### src/rtl/llc_input_arbiter.sv
// LLC front-end scheduler: admits one transaction at a time from rsp, rst_tb, req and dma channels.
// Optional starvation override for the low class is compiled in with `define LLC_ARB_STARVE_EN.
module llc_input_arbiter #(
    parameter int unsigned STARVE_LIMIT = 8
) (
    input  logic       clk,
    input  logic       rst,
    input  logic       rsp_valid_i,
    output logic       rsp_ready_o,
    input  logic       rst_tb_valid_i,
    output logic       rst_tb_ready_o,
    input  logic       req_valid_i,
    output logic       req_ready_o,
    input  logic       dma_valid_i,
    output logic       dma_ready_o,
    input  logic       req_blocked_i,
    input  logic       dma_blocked_i,
    input  logic       pipe_done_i,
    output logic       grant_valid_o,
    output logic [1:0] grant_src_o,
    output logic       busy_o,
    output logic       starved_o
);

    typedef enum logic {
        IDLE = 1'b0,
        BUSY = 1'b1
    } state_e;

    state_e     state_q, state_d;
    logic       rr_last_q, rr_last_d;
    logic [1:0] grant_src_q, grant_src_d;
    logic       grant_valid_q, grant_valid_d;

    logic       rsp_elig, rst_elig, req_elig, dma_elig;
    logic       low_elig;
    logic       low_pick_dma;
    logic [1:0] low_oh;
    logic [3:0] win_oh;
    logic       starved_w;

    // Limits outside 1..15 cannot be represented by the 4-bit counter.
    if (STARVE_LIMIT < 1 || STARVE_LIMIT > 15) begin : g_starve_limit_out_of_range
    end

    assign rsp_elig = rsp_valid_i;
    assign rst_elig = rst_tb_valid_i;
    assign req_elig = req_valid_i & ~req_blocked_i;
    assign dma_elig = dma_valid_i & ~dma_blocked_i;
    assign low_elig = req_elig | dma_elig;

`ifdef LLC_ARB_STARVE_EN
    localparam logic [3:0] LIMIT = 4'(STARVE_LIMIT);

    logic [3:0] starve_cnt_q, starve_cnt_d;

    assign starved_w = (starve_cnt_q == LIMIT);

    always_comb begin
        starve_cnt_d = starve_cnt_q;
        if (win_oh[2] | win_oh[3]) begin
            starve_cnt_d = 4'd0;
        end else if ((win_oh[0] | win_oh[1]) && low_elig && (starve_cnt_q != LIMIT)) begin
            starve_cnt_d = starve_cnt_q + 4'd1;
        end
    end

    always_ff @(posedge clk or negedge rst) begin
        if (!rst) begin
            starve_cnt_q <= 4'd0;
        end else begin
            starve_cnt_q <= starve_cnt_d;
        end
    end
`else
    assign starved_w = 1'b0;
`endif

    // Winner selection; rr_last_q == 1 means dma went last, so req wins a tie.
    always_comb begin
        low_pick_dma = dma_elig & (~req_elig | ~rr_last_q);
        low_oh       = {low_pick_dma, low_elig & ~low_pick_dma};
        win_oh       = 4'b0000;
        if (state_q == IDLE) begin
            if (starved_w && low_elig) begin
                win_oh = {low_oh, 2'b00};
            end else if (rsp_elig) begin
                win_oh = 4'b0001;
            end else if (rst_elig) begin
                win_oh = 4'b0010;
            end else begin
                win_oh = {low_oh, 2'b00};
            end
        end
    end

    always_comb begin
        state_d       = state_q;
        grant_valid_d = 1'b0;
        grant_src_d   = grant_src_q;
        rr_last_d     = rr_last_q;
        case (state_q)
            IDLE: begin
                if (|win_oh) begin
                    state_d       = BUSY;
                    grant_valid_d = 1'b1;
                    if (win_oh[3]) begin
                        grant_src_d = 2'd3;
                        rr_last_d   = 1'b1;
                    end else if (win_oh[2]) begin
                        grant_src_d = 2'd2;
                        rr_last_d   = 1'b0;
                    end else if (win_oh[1]) begin
                        grant_src_d = 2'd1;
                    end else begin
                        grant_src_d = 2'd0;
                    end
                end
            end
            BUSY: begin
                if (pipe_done_i) begin
                    state_d = IDLE;
                end
            end
            default: begin
                state_d = IDLE;
            end
        endcase
    end

    always_ff @(posedge clk or negedge rst) begin
        if (!rst) begin
            state_q       <= IDLE;
            rr_last_q     <= 1'b1;
            grant_src_q   <= 2'd0;
            grant_valid_q <= 1'b0;
        end else begin
            state_q       <= state_d;
            rr_last_q     <= rr_last_d;
            grant_src_q   <= grant_src_d;
            grant_valid_q <= grant_valid_d;
        end
    end

    // Readies are gated by rst so nothing handshakes while reset is held.
    assign rsp_ready_o    = win_oh[0] & rst;
    assign rst_tb_ready_o = win_oh[1] & rst;
    assign req_ready_o    = win_oh[2] & rst;
    assign dma_ready_o    = win_oh[3] & rst;

    assign grant_valid_o = grant_valid_q;
    assign grant_src_o   = grant_src_q;
    assign busy_o        = (state_q == BUSY);
    assign starved_o     = starved_w;

endmodule

### config.mk
export PLATFORM = sky130hd
export DESIGN_NAME = llc_input_arbiter
export DESIGN_NICKNAME = d
export VERILOG_FILES = /design/src/rtl/llc_input_arbiter.sv
export SDC_FILE = /design/constraint.sdc
export NUM_CORES = 1
export LEC_CHECK = 0
export ABC_AREA = 1
export BUFFER_PORTS_ARGS = -buffer_cell sky130_fd_sc_hd__buf_2
export CELL_PAD_IN_SITES_DETAIL_PLACEMENT = 1
export CELL_PAD_IN_SITES_GLOBAL_PLACEMENT = 1
export CORE_AREA = 2 2 39 41
export CTS_BUF_LIST = sky130_fd_sc_hd__clkbuf_4 sky130_fd_sc_hd__clkbuf_8
export DETAILED_ROUTE_END_ITERATION = 12
export DIE_AREA = 0 0 41 43
export GPL_TIMING_DRIVEN = 0
export PLACE_DENSITY_LB_ADDON = 0.3
export SLEW_MARGIN = 20
export SYNTH_ARGS = -nofsm -noshare
export SYNTH_HDL_FRONTEND = slang
export SYNTH_SLANG_ARGS = --single-unit
### constraint.sdc
create_clock -name clk -period 1.3 [get_ports clk]
set_input_delay 0.13 -clock clk [delete_from_list [all_inputs] [get_ports clk]]
set_output_delay 0.13 -clock clk [all_outputs]
set_load 0.005 [all_outputs]
==> impl_metrics.ini <==
[die]
pin_count = 18
core_area_sq_um = 1384
die_x_um = 41
start_util = 0.2143
die_h_um = 43
rows = 14
die_area_sq_um = 1763

[placement]
dpl_cell_area_sq_um = 396.6
gp_congestion = 0.7046
dp_cells = 75
portBuffers = 16
dp_slack_ns = 0.1559

[clocking]
cts_made_buffers = 3
numClockSinks = 5
htree_levels = 1
path_clk_slew_ns = 0.05
clockBufferDepth = 2
cts-root-buf = clkbuf_4
cts_tree = built
clk_latency_ns = 0.25

[global_routing]
overflow = 0
grt_pass1_vias = 328
grt_max_degree = 7
grt_pass1_wl_um = 1359
grt_use_total = 0.1143
antenna_found_initial = 0

[timing]
layout_min_cycle_time_ns = 1.317
hold_violations = 0
finalMaxSlewViolations = 0
worst_slack_ns = -0.01729
skew_ns = 0.005504
rsz0062_at_grt = yes
setup_viol = 2
whs_ns = 0.07935
final.period_utilization = 1.013
fmax_mhz = 759.1
fin_tns_setup_ns = -0.03329

[synth]
syn_inst = 43
synth-edff-count = 0
yosysMostFrequentCell = inv_1
synth_ff_type = dfrtp_1
ys_async_sr_fraction = 1.000
postSynthAreaPerCell_sq_um = 6.896
seq_area_frac_synth = 0.4262
synth_largest_area_cell = dfrtp_1
syn_nets = 52
syn_area_sq_um = 296.5
synth_top_area_frac = 0.3376
ys_types = 14
yosysWarningCount = 0
synth_top_cells_by_count = inv_1, nand2_1, nor2_1, dfrtp_1, nor3_1
synth_seq_cells = 5
yosys-top-cells-area = dfrtp_1, inv_1, nand2_1, dfstp_2, nor2_1

[min_path]
whs_path_depth = 2
hold_path_class = input pin to flop

[outcome]
status = complete, but fails checks
violations = negative setup slack

[final_layout]
fin_util = 0.3490
final_area_sq_um = 483.0
drive_gt1_frac = 0.5075
area_growth_pct = 62.87
antenna-diode-count = 0
final_cells = 83
layout.nets = 77

[critical_path]
r2r-end = grant_src_o[0]$_DFFE_PN0P_
cp_data_arrival_time_ns = 1.19
endpoint_kind = output pin
reg2reg_from = rr_last_q$_DFFE_PN1P_
r2r_cells = 6
crit_fanout = 4
critPathLaunchType = flop
crit_type = flop to output pin
reg2reg_slack_ns = 0.19
critical_path.startpoint = busy_o$_DFF_PN0_
worstSetupEndpoint = rst_tb_ready_o
required_ns = 1.17

[route]
vias = 349
drtAntennaViolNets = 0
drt-pass1-iter-count = 4
drt_iter0_drc = 1
drc = 0
routed_via_density = 4.205
totalWireLength_um = 813
wire_per_inst_um = 9.795

[power_and_ir_drop]
p_leak_nw = 0.2752
total_power_mw = 0.6955
vdd_drop_max_mv = 0.6877
powerDensity_nw_per_um2 = 1440

[flow_run]
cap_violations = 0
cell usage in the layout, fill, tap and decap left out:
master          n
buf_2          16
nand2_1         8
inv_1           7
nor3_1          4
nor2_1          4
buf_4           4
dfrtp_1         4
clkbuf_4        4
nor2_2          3
inv_2           2
nand3_1         2
nor4_2          1
nor2_4          1
nand3_2         1
o21ai_2         1
o21ai_0         1
o211ai_1        1
conb_1          1
dlygate4sd3_1   1
dfstp_2         1
cell families (layout without fill, tap and decap cells):
logic type             after synthesis  count (layout)  synth area share
and+or+nand+nor                     24              24            0.3502
AOI/OAI and AO/OA                    3               3           0.07173
DFF                                  5               5            0.4262
buffers and inverters               10              34            0.1392
other                                1               1           0.01265
final cells by class:
type / count / area [sq um]
multi-input combinational: 28 / 152.6
buffer: 1 / 7.507
inverter: 9 / 33.78
timing repair buffer: 20 / 112.6
fill: 183 / 900.9
sequential: 5 / 126.4
tap: 16 / 20.02
clock buffer: 4 / 30.03
repair_timing:
item                                   4_1_cts  5_1_grt
hold buffers                                 1        0
setup buffers                                3        0
pin swaps                                    2        1
endpoints found under the hold margin        5        0
gates resized for setup                      5        3
cloned                                       0        0
setup endpoints to repair                    2        3
how the worst min path moves through the flow:
stage	start	to	slack, ns
global route	pipe_done_i	busy_o$_DFF_PN0_	0.09
floorplan	rst	busy_o$_DFF_PN0_	-0.17
global placement	rst	grant_src_o[1]$_DFFE_PN0P_	-0.05
finish	pipe_done_i	busy_o$_DFF_PN0_	0.08
CTS	pipe_done_i	busy_o$_DFF_PN0_	0.08
detailed placement	rst	grant_src_o[1]$_DFFE_PN0P_	-0.04
routing by layer:
layer	wire length [um]	up-vias	track usage
li1	-	180	-
met1	388	159	0.1513
met2	377	10	0.1531
met3	47	0	0.04712
met4	0	0	0.06000
met5	0	-	0
report_power, final:
| part | internal [mW] | total (mW) | switching [mW] |
|---|---|---|---|
| registers | 0.220 | 0.257 | 0.0375 |
| clock network | 0.137 | 0.205 | 0.0679 |
| logic | 0.112 | 0.233 | 0.122 |
worst max-delay path: stages (launching register included):
cell	delay [ns]
dfrtp_1	0.41
buf_4	0.16
nor4_2	0.22
buf_2	0.14
registers in the layout, summed over array words and instances (netlist names):
name	count
grant_valid_o	1
grant_src_o	2
rr_last_q	1
busy_o	1
(Power assumes the default switching activity.)
